--- src/rtl/ad9866_spi_reader.sv ---
// AD9866 register read-back engine: issues a 4-wire single-byte SPI read and
// returns the byte shifted in on sdo. All outputs are registered.
module ad9866_spi_reader #(
  parameter int unsigned CLK_DIV = 4
) (
  input  logic       clk,
  input  logic       reset,
  input  logic       start,
  input  logic [5:0] addr,
  output logic       busy,
  output logic       done,
  output logic [7:0] rdata,
  output logic       sclk,
  output logic       sdio,
  input  logic       sdo,
  output logic       sen_n
);

  localparam int unsigned DIV_W = (CLK_DIV > 1) ? $clog2(CLK_DIV) : 1;
  localparam logic [DIV_W-1:0] DIV_LOAD = DIV_W'(CLK_DIV - 1);
  localparam logic [4:0] LAST_SLOT  = 5'd23;
  localparam logic [4:0] FIRST_DATA = 5'd16;
  localparam logic [4:0] SLOT_SAT   = 5'd24;

  typedef enum logic [2:0] {IDLE, SETUP, SHIFT, HOLD, DONE} state_t;

  state_t           state_q, state_d;
  logic [DIV_W-1:0] div_q, div_d;
  logic [4:0]       bit_q, bit_d;
  logic [14:0]      instr_q, instr_d;   // instr[14:0]; bit 15 (read flag) is driven in SETUP
  logic [7:0]       shreg_q, shreg_d;
  logic             sclk_d, sdio_d, sen_n_d, busy_d, done_d;
  logic [7:0]       rdata_d;
  logic             div_zero;

  assign div_zero = (div_q == '0);

  // State and output registers
  always_ff @(posedge clk or posedge reset) begin
    if (reset) begin
      state_q <= IDLE;
      div_q   <= '0;
      bit_q   <= '0;
      instr_q <= '0;
      shreg_q <= '0;
      sclk    <= 1'b0;
      sdio    <= 1'b0;
      sen_n   <= 1'b1;
      busy    <= 1'b0;
      done    <= 1'b0;
      rdata   <= 8'h00;
    end else begin
      state_q <= state_d;
      div_q   <= div_d;
      bit_q   <= bit_d;
      instr_q <= instr_d;
      shreg_q <= shreg_d;
      sclk    <= sclk_d;
      sdio    <= sdio_d;
      sen_n   <= sen_n_d;
      busy    <= busy_d;
      done    <= done_d;
      rdata   <= rdata_d;
    end
  end

  // Next-state and next-output logic
  always_comb begin
    state_d = state_q;
    div_d   = div_q;
    bit_d   = bit_q;
    instr_d = instr_q;
    shreg_d = shreg_q;
    sclk_d  = sclk;
    sdio_d  = sdio;
    sen_n_d = sen_n;
    busy_d  = busy;
    done_d  = 1'b0;
    rdata_d = rdata;

    case (state_q)
      IDLE: begin
        if (start) begin
          state_d = SETUP;
          busy_d  = 1'b1;
          sen_n_d = 1'b0;
          sclk_d  = 1'b0;
          sdio_d  = 1'b1;
          instr_d = {2'b00, 7'b0, addr};
          div_d   = DIV_LOAD;
          bit_d   = '0;
        end
      end

      SETUP: begin
        if (div_zero) begin
          state_d = SHIFT;
          div_d   = DIV_LOAD;
        end else begin
          div_d = div_q - 1'b1;
        end
      end

      SHIFT: begin
        if (!div_zero) begin
          div_d = div_q - 1'b1;
        end else begin
          div_d = DIV_LOAD;
          if (!sclk) begin
            // Rising sclk edge: sample read data during the data byte
            sclk_d = 1'b1;
            if (bit_q >= FIRST_DATA) shreg_d = {shreg_q[6:0], sdo};
          end else begin
            sclk_d = 1'b0;
            if (bit_q == LAST_SLOT) begin
              state_d = HOLD;
              bit_d   = SLOT_SAT;
              sdio_d  = 1'b0;
            end else begin
              // Zeros shift in behind the instruction, so sdio is 0 in the data byte
              bit_d   = bit_q + 5'd1;
              sdio_d  = instr_q[14];
              instr_d = {instr_q[13:0], 1'b0};
            end
          end
        end
      end

      HOLD: begin
        if (div_zero) begin
          state_d = DONE;
          sen_n_d = 1'b1;
          busy_d  = 1'b0;
          done_d  = 1'b1;
          rdata_d = shreg_q;
        end else begin
          div_d = div_q - 1'b1;
        end
      end

      DONE: state_d = IDLE;

      default: state_d = IDLE;
    endcase
  end

endmodule

--- config.mk ---
export PLATFORM = sky130hd
export DESIGN_NAME = ad9866_spi_reader
export DESIGN_NICKNAME = d
export VERILOG_FILES = /design/src/rtl/ad9866_spi_reader.sv
export SDC_FILE = /design/constraint.sdc
export NUM_CORES = 1
export LEC_CHECK = 0
export ABC_AREA = 1
export BUFFER_PORTS_ARGS = -buffer_cell sky130_fd_sc_hd__buf_2
export CAP_MARGIN = 15
export CELL_PAD_IN_SITES_DETAIL_PLACEMENT = 0
export CELL_PAD_IN_SITES_GLOBAL_PLACEMENT = 1
export CORE_MARGIN = 2
export CORE_UTILIZATION = 43
export CTS_CLUSTER_SIZE = 10
export DETAILED_ROUTE_END_ITERATION = 12
export HOLD_SLACK_MARGIN = 0.1
export PLACE_DENSITY_LB_ADDON = 0.1
export SLEW_MARGIN = 10
export SYNTH_ARGS = -nofsm -noshare
export SYNTH_HDL_FRONTEND = slang
export SYNTH_SLANG_ARGS = --single-unit
export TNS_END_PERCENT = 5
--- constraint.sdc ---
create_clock -name clk -period 1.7 [get_ports clk]
set_input_delay 0.34 -clock clk [delete_from_list [all_inputs] [get_ports clk]]
set_output_delay 0.34 -clock clk [all_outputs]
set_load 0.02 [all_outputs]
After elaboration in Yosys (flattened, before gate mapping)
Cells that the tools add are included. W data, S select, Z words.

Logic and storage cells: 77. Register bits after elaboration: 46. Output and inout bits: 13. Bits of input ports: 10.

Bitwise logic cells: 1. Equality and inequality tests: 12. Add/sub/neg operators: 2. Multiplexer cells: 36. Reductions and logical operators: 14. Magnitude comparators: 1.

Operators with widths (count): $mux W15 (4); $pmux W15 S2 (1); $mux W5 (4); $mux W3 (6); $ne A2 B2 Y1 const B (8); $pmux W3 S4 (1); $mux W1 (11); $pmux W5 S2 (1); $reduce_and A3 Y1 (3); $pmux W1 S2 (4); $reduce_and A4 Y1 (2); $eq A3 B2 Y1 const B (2); $mux W2 (3); $pmux W2 S3 (1); $reduce_and A6 Y1 (1); $add A5 B1 Y5 const B (1); $eq A5 B5 Y1 const B (1); $ge A5 B5 Y1 const B (1); $reduce_and A5 Y1 (1); $reduce_bool A2 Y1 (2); $eq A3 B1 Y1 const B (1); $logic_not A3 Y1 (1); $reduce_bool A3 Y1 (1); $logic_not A2 Y1 (1); 4 further kinds (4).

Longest topological paths before layout
Gate-level depths: netlist (run 1).

Word-level depth: 5. Mapped depth: 10. Depth with buffers taken out: 9.

Worst setup path before layout (run 1)
No wires, ideal clock.

Path kind: register to register. From: reg div_q[0]. To: reg instr_q[0]. Slack: 0.242 ns. Clock period less this slack: 1.458 ns. Buffers on the path: 1. Required time: 1.583 ns. Setup time: 0.117 ns. Arrival: 1.341 ns. Cell stages (with the launch flop): 11. Cells stage by stage: dfrtp_1 > inv_1 > ha_1 > inv_1 > nand3_2 > nand2_4 > nor2_4 > nand2_4 > buf_6 > nand2_1 > nand2_1.

Cells in the longest elaborated chain, start to end: 3.

RTL lines: from (decl) (line 28) `logic [DIV_W-1:0] div_q, div_d;`; from (signal assigned) (line 54) `div_q <= div_d;`; $logic_not A2 Y1 (line 36) `assign div_zero = (div_q == '0);`; $ne A2 B2 Y1 (no source line); $reduce_and A5 Y1 (no source line); to (signal assigned) (line 56) `instr_q <= instr_d;`; to (decl) (line 30) `logic [14:0] instr_q, instr_d;`.

Every way passes these cells. A chain may end at the register's enable or synchronous reset.

Final worst setup path (run 1)
From: reg div_q[0]. To: reg instr_q[6].

Same word-level chain as after synthesis.

==> results of run 1 <==
metrics by stage:
| step | instances | setup WS [ns] | util [%] |
|---|---|---|---|
| final | 371 | 0.166 | 50.1 |
| after global routing | 371 | 0.0172 | 50.1 |
| after CTS | 371 | 0.133 | 50.1 |
| after detailed placement | 362 | 0.170 | 48.2 |
| after global placement | 362 | 0.193 | 48.2 |
| after floorplan | 270 | 0.242 | - |
worst register-to-register path, delay by kind of cell, from the launching register on:
| kind | cells | cell delay (ns) |
|---|---|---|
| DFF | 1 | 0.38 |
| and+or+nand+nor | 6 | 0.74 |
| adders and majority gates | 1 | 0.17 |
| buffers and inverters | 2 | 0.13 |
per-layer routing:
layer  track usage (%)  vias to the layer above  share of wire [%]
li1                  -                      902                  -
met1              23.7                      811                 49
met2              25.7                       18                 47
met3              4.23                        5                2.7
met4              5.85                        0                1.4
met5                 0                        -                  0
state kept, by name, indices dropped and copies added (netlist names):
signal,flops
sen_n,1
sdio,1
div_q,2
sclk,1
busy,1
done,1
state_q,3
rdata,8
shreg_q,8
bit_q,5
instr_q,15
final timing paths:
path | end | cells after the start | slack [ns]
setup / recovery | instr_q[6] | 9 | 0.17
hold / removal | shreg_q[0] | 2 | 0.25
setup reg to reg | instr_q[6] | 9 | 0.17
hold reg to reg | sen_n | 2 | 0.47
max in group asynchronous | instr_q[1] | 4 | 0.62
min in group asynchronous | rdata[5] | 3 | 0.58
final cells by class:
cell class / instances / area (um2)
sequential: 46 / 1150
clock buffer: 6 / 72.6
multi-input combinational: 184 / 883
fill: 528 / 2520
clock inverter: 2 / 13.8
tap: 70 / 87.6
inverter: 31 / 116
timing repair buffer: 32 / 200
repair_timing:
item / 4_1_cts / 5_1_grt
gates resized for setup: 0 / 0
hold endpoints to repair: 17 / 0
hold buffers: 1 / 0
setup buffers: 0 / 0
cells by family (layout without fill, tap and decap cells):
group	after synthesis	in the layout	synth area share (%)
adders and majority gates	2	2	1.13
AOI/OAI and AO/OA	29	29	6.81
buffers and inverters	40	71	7.71
DFF	46	46	52.2
and+or+nand+nor	153	153	32.1
cell usage after synthesis (all sizes together):
| library cell | number | share of area [%] |
|---|---|---|
| inv | 31 | 5.3 |
| clkbuf | 2 | 0.34 |
| dfrtp | 45 | 51 |
| o21a | 2 | 0.68 |
| nand2 | 94 | 17 |
| nand3 | 27 | 6.8 |
| nor3 | 1 | 0.23 |
| nor2 | 27 | 6.0 |
| buf | 7 | 2.1 |
| o21ai | 25 | 5.7 |
| dfstp | 1 | 1.2 |
| nand3b | 3 | 2.2 |
| a21oi | 2 | 0.45 |
| ha | 2 | 1.1 |
| nand4 | 1 | 0.28 |
power by group:
group / leakage [uW] / internal [uW] / switching (uW) / total [uW]
sequential: 0.000614 / 1090 / 0 / 1090
clock: 0.0000452 / 291 / 369 / 659
combinational: 0.000721 / 14.5 / 25.2 / 39.7
total: 0.00138 / 1400 / 394 / 1790
==> metrics.md, run 1 <==
| Metric | Value |
|---|---|
| Buf/Inv on CP | `2` |
| Global route total overflow | `0` |
| CP Data Arrival Time | `1.72 ns` |
| Run status | `finished, final reports clean` |
| Synth warnings | `0` |
| CP max-delay cell | `dfrtp_1` |
| Cell row count | `26` |
| Crit-path max FO | `15` |
| Antenna viol nets, final | `0` |
| Port Buffers | `22` |
| Slew HR | `72.0%` |
| Yosys reg bits | `46` |
| Die area | `5720 um2` |
| CTS tree | `done` |
| I/O pin count | `23` |
| RSZ-0062 raised after global routing | `no` |
| Inserted Clock Buffers | `5` |
| Via count | `1736` |
| Hold path startpoint | `sdo` |
| Routed len/inst | `11.3 um` |
| Placed standard-cell area | `2430 um2` |
| Max Cap Viol | `0` |
| Fraction of layout cells with a size suffix above 1 | `18.9%` |
| Syn-to-layout area delta | `14.5%` |
| Diodes inserted | `0` |
| Initial Util | `43.7%` |
| Vias in the first global route | `1551` |
| Critical Path Source | `div_q[0]` |
| Final HPWL DP | `3000 um` |
| Seq/Total Area, Yosys | `52.2%` |
| Die Y | `75.6 um` |
| Most common cell after layout, fill and taps aside | `nand2_1` |
| Syn Nets | `282` |
| Vias per Instance | `4.68` |
| Fmax | `0.652 GHz` |
| Worst vdd ir | `0.562 mV` |
| Clock Sinks | `46` |
| Crit path launch type | `register` |
| Worst Hold Class | `input port to register` |
| Hold violation count in the final report | `0` |
| CP max stage delay | `0.38 ns` |
| Pins over their slew limit | `0` |
| Residual DRC count | `0` |
| PD cells | `709 nW/um2` |
| Final setup vio count | `0` |
| Placeable core area | `5040 um2` |
| Hold_ws | `0.254 ns` |
| Synth Area per Inst | `8.17 um2` |
| Largest net degree at the start of global routing | `29` |
| Initial antenna violation count | `0` |
| Crit-path cells | `inv_1 -> ha_1 -> inv_1 -> nand3_2 -> nand2_4 -> nor2_4 -> nand2_4 -> nand2_1 -> nand2_1` |
| Commonest non-fill, non-tap cells in the layout | `nand2_1, dfrtp_1, inv_1` |
| First-pass DRT Iterations | `4` |
| Cell family with most CP delay | `simple AND/OR/NAND/NOR gates` |
| Critical Path Sink Type | `register` |
| CTS root buf | `clkbuf_8` |
| Part of the cycle the worst path needs | `90.2%` |
| Power Total | `1790 uW` |
| Leakage | `0.00138 uW` |
| Library cells used by synthesis | `24` |
| Clk Latency, worst-skew pair | `0.30 ns` |
| Placer Congestion | `0.814` |
| Die W | `75.6 um` |
| First-pass GRT wire length | `7270 um` |
| Post-Syn Instances | `270` |
| Reg clk slew, reported paths | `0.09 ns` |
| DRT iter0 DRCs | `94` |
| Post-route cell area | `2530 um2` |
| Worst Skew | `0.00736 ns` |
| Worst Setup Path Type | `register to register` |
| Fin nets | `312` |
| Reg2reg start | `div_q[0]` |
| Critical path data required time | `1.89 ns` |
| GR Util All Layers | `16.9%` |
| Total detailed-routing wirelength | `4200 um` |
| Post-route minimum period | `1.53 ns` |
| Worst-Margin Slew | `0.420 ns` |
| Clk buf depth | `2` |
| Post-Synthesis Cell Area | `2210 um2` |
| Setup_tns | `0 ns` |
| H-tree levels | `2` |
No activity file was read; power rests on OpenSTA's default activity.
==> run 2: changes to the inputs <==
Clock period 1.7 ns to 1.6 ns, I/O delays scaled along.
==> run 2 against run 1 <==
Routed wire length grew 3.5%; critical path depth is the same; clock skew grew 0.0023 ns; global-route usage grew 0.56 points; critical endpoint is now instr_q[9]; largest cell class unchanged.
==> metrics.md, run 2 (synthesis gave the netlist of run 1 again) <==
| Metric | Value |
|---|---|
| Setup_tns | `0 ns` |
| Register Area | `1150 um2` |
| Cell family with most CP delay | `simple AND/OR/NAND/NOR gates` |
| Worst Setup Path Type | `register to register` |
| Inserted Clock Buffers | `5` |
| Leakage | `0.00140 uW` |
| Max Cap Viol | `0` |
| CP max-delay cell | `dfrtp_1` |
| Crit-path cells | `inv_1 -> ha_2 -> inv_1 -> nand3_4 -> nand2_4 -> nor2_4 -> nand2_4 -> nand2_1 -> nand2_1` |
| Diodes inserted | `0` |
| Initial Util | `43.7%` |
| Placer Congestion | `0.831` |
| Power Total | `2070 uW` |
| Crit-path max FO | `15` |
| Worst-Margin Slew | `0.342 ns` |
| Slew HR | `77.2%` |
| Placed standard-cell area | `2460 um2` |
| Crit path launch type | `register` |
| Clock Sinks | `46` |
| Die W | `75.6 um` |
| Area of the multi-input gates | `913 um2` |
| CTS tree | `done` |
| Die area | `5720 um2` |
| Fmax | `0.655 GHz` |
| PD cells | `789 nW/um2` |
| Hold violation count in the final report | `0` |
| Largest net degree at the start of global routing | `33` |
| Part of the cycle the worst path needs | `95.4%` |
| Fraction of layout cells with a size suffix above 1 | `20.7%` |
| Via count | `1742` |
| Top flop regs | `instr_q (15), rdata (8), shreg_q (8)` |
| Vias in the first global route | `1664` |
| Die Y | `75.6 um` |
| RSZ-0062 raised after global routing | `yes` |
| Reg with most FFs | `instr_q` |
| Final setup vio count | `0` |
| Postcts setup bufs | `0` |
| Residual DRC count | `0` |
| CTS root buf | `clkbuf_8` |
| H-tree levels | `2` |
| Placed cell count | `365` |
| GR Util All Layers | `17.5%` |
| Fillers | `504` |
| Worst Skew | `0.00969 ns` |
| Reg clk slew, reported paths | `0.09 ns` |
| Critical Path Sink Type | `register` |
| Critical path data required time | `1.79 ns` |
| Worst Hold Class | `input port to register` |
| CP Data Arrival Time | `1.72 ns` |
| Post-Layout Cell Count | `374` |
| Global route total overflow | `0` |
| First-pass GRT wire length | `7540 um` |
| Antenna viol nets, final | `0` |
| Clk Latency, worst-skew pair | `0.30 ns` |
| Run status | `finished, final reports clean` |
| Routed len/inst | `11.6 um` |
| Worst vdd ir | `0.417 mV` |
| Placeable core area | `5040 um2` |
| CP max stage delay | `0.39 ns` |
| Vias per Instance | `4.66` |
| Port Buffers | `22` |
| Syn-to-layout area delta | `18.7%` |
| I/O pin count | `23` |
| Final HPWL DP | `3040 um` |
| First-pass DRT Iterations | `4` |
| Post-route minimum period | `1.53 ns` |
| Pins over their slew limit | `0` |
| Total detailed-routing wirelength | `4350 um` |
| DRT iter0 DRCs | `85` |
| Buf/Inv on CP | `2` |
| Most common cell after layout, fill and taps aside | `nand2_1` |
| Commonest non-fill, non-tap cells in the layout | `nand2_1, dfrtp_1, inv_1` |
| Post-route cell area | `2620 um2` |
| Clk buf depth | `2` |
| Cell row count | `26` |
| Fin nets | `315` |
| Initial antenna violation count | `0` |
| Max FFs per register | `15` |
[run 2: path summary, 6_finish.rpt]
kind / start / endpoint / slack [ns] / cells after the start
setup / recovery: div_q[0] / instr_q[9] / 0.07 / 9
hold / removal: sdo / shreg_q[0] / 0.24 / 2
setup reg to reg: div_q[0] / instr_q[9] / 0.07 / 9
hold reg to reg: sen_n / sen_n / 0.47 / 2
max in group asynchronous: reset / sen_n / 0.54 / 4
min in group asynchronous: reset / shreg_q[2] / 0.53 / 3
[run 2: repair_timing]
item / CTS / global route
endpoints found under the setup margin: 0 / 32
hold buffers: 1 / 0
resized for setup: 0 / 7
endpoints found under the hold margin: 14 / 0
[run 2: per-layer routing]
metal,vias to the layer above,wire length (um),global-route usage [%]
li1,911,-,-
met1,802,2080,23.5
met2,24,2070,28.0
met3,5,133,4.10
met4,0,68,5.85
met5,-,0,0
[run 2: layout make-up]
cell class,count,share of cell area [%]
sequential,46,44.0
clock inverter,2,1.43
timing repair buffer,35,9.13
multi-input combinational,184,34.9
tap,70,3.34
clock buffer,6,2.77
inverter,31,4.44
[run 2: where the power goes]
part | internal, uW | switching, uW
Clock | 466 | 396
Sequential | 1160 | 0
Combinational | 15.5 | 27.0
[run 2: worst register-to-register path: stages, from the launching register on]
cell,delay (ns)
dfrtp_1,0.39
inv_1,0.08
ha_2,0.19
inv_1,0.07
nand3_4,0.11
nand2_4,0.07
nor2_4,0.19
nand2_4,0.17
nand2_1,0.10
nand2_1,0.05
[run 2: stage by stage]
| stage | hold slack [ns] | setup slack [ns] | util [%] |
|---|---|---|---|
| after global placement | 0.304 | 0.117 | 48.9 |
| after detailed placement | 0.308 | 0.103 | 48.9 |
| final | 0.237 | 0.0734 | 51.9 |
| after CTS | 0.228 | 0.0696 | 51.3 |
| after global routing | 0.239 | -0.0404 | 51.9 |
| after floorplan | 0.442 | 0.142 | - |
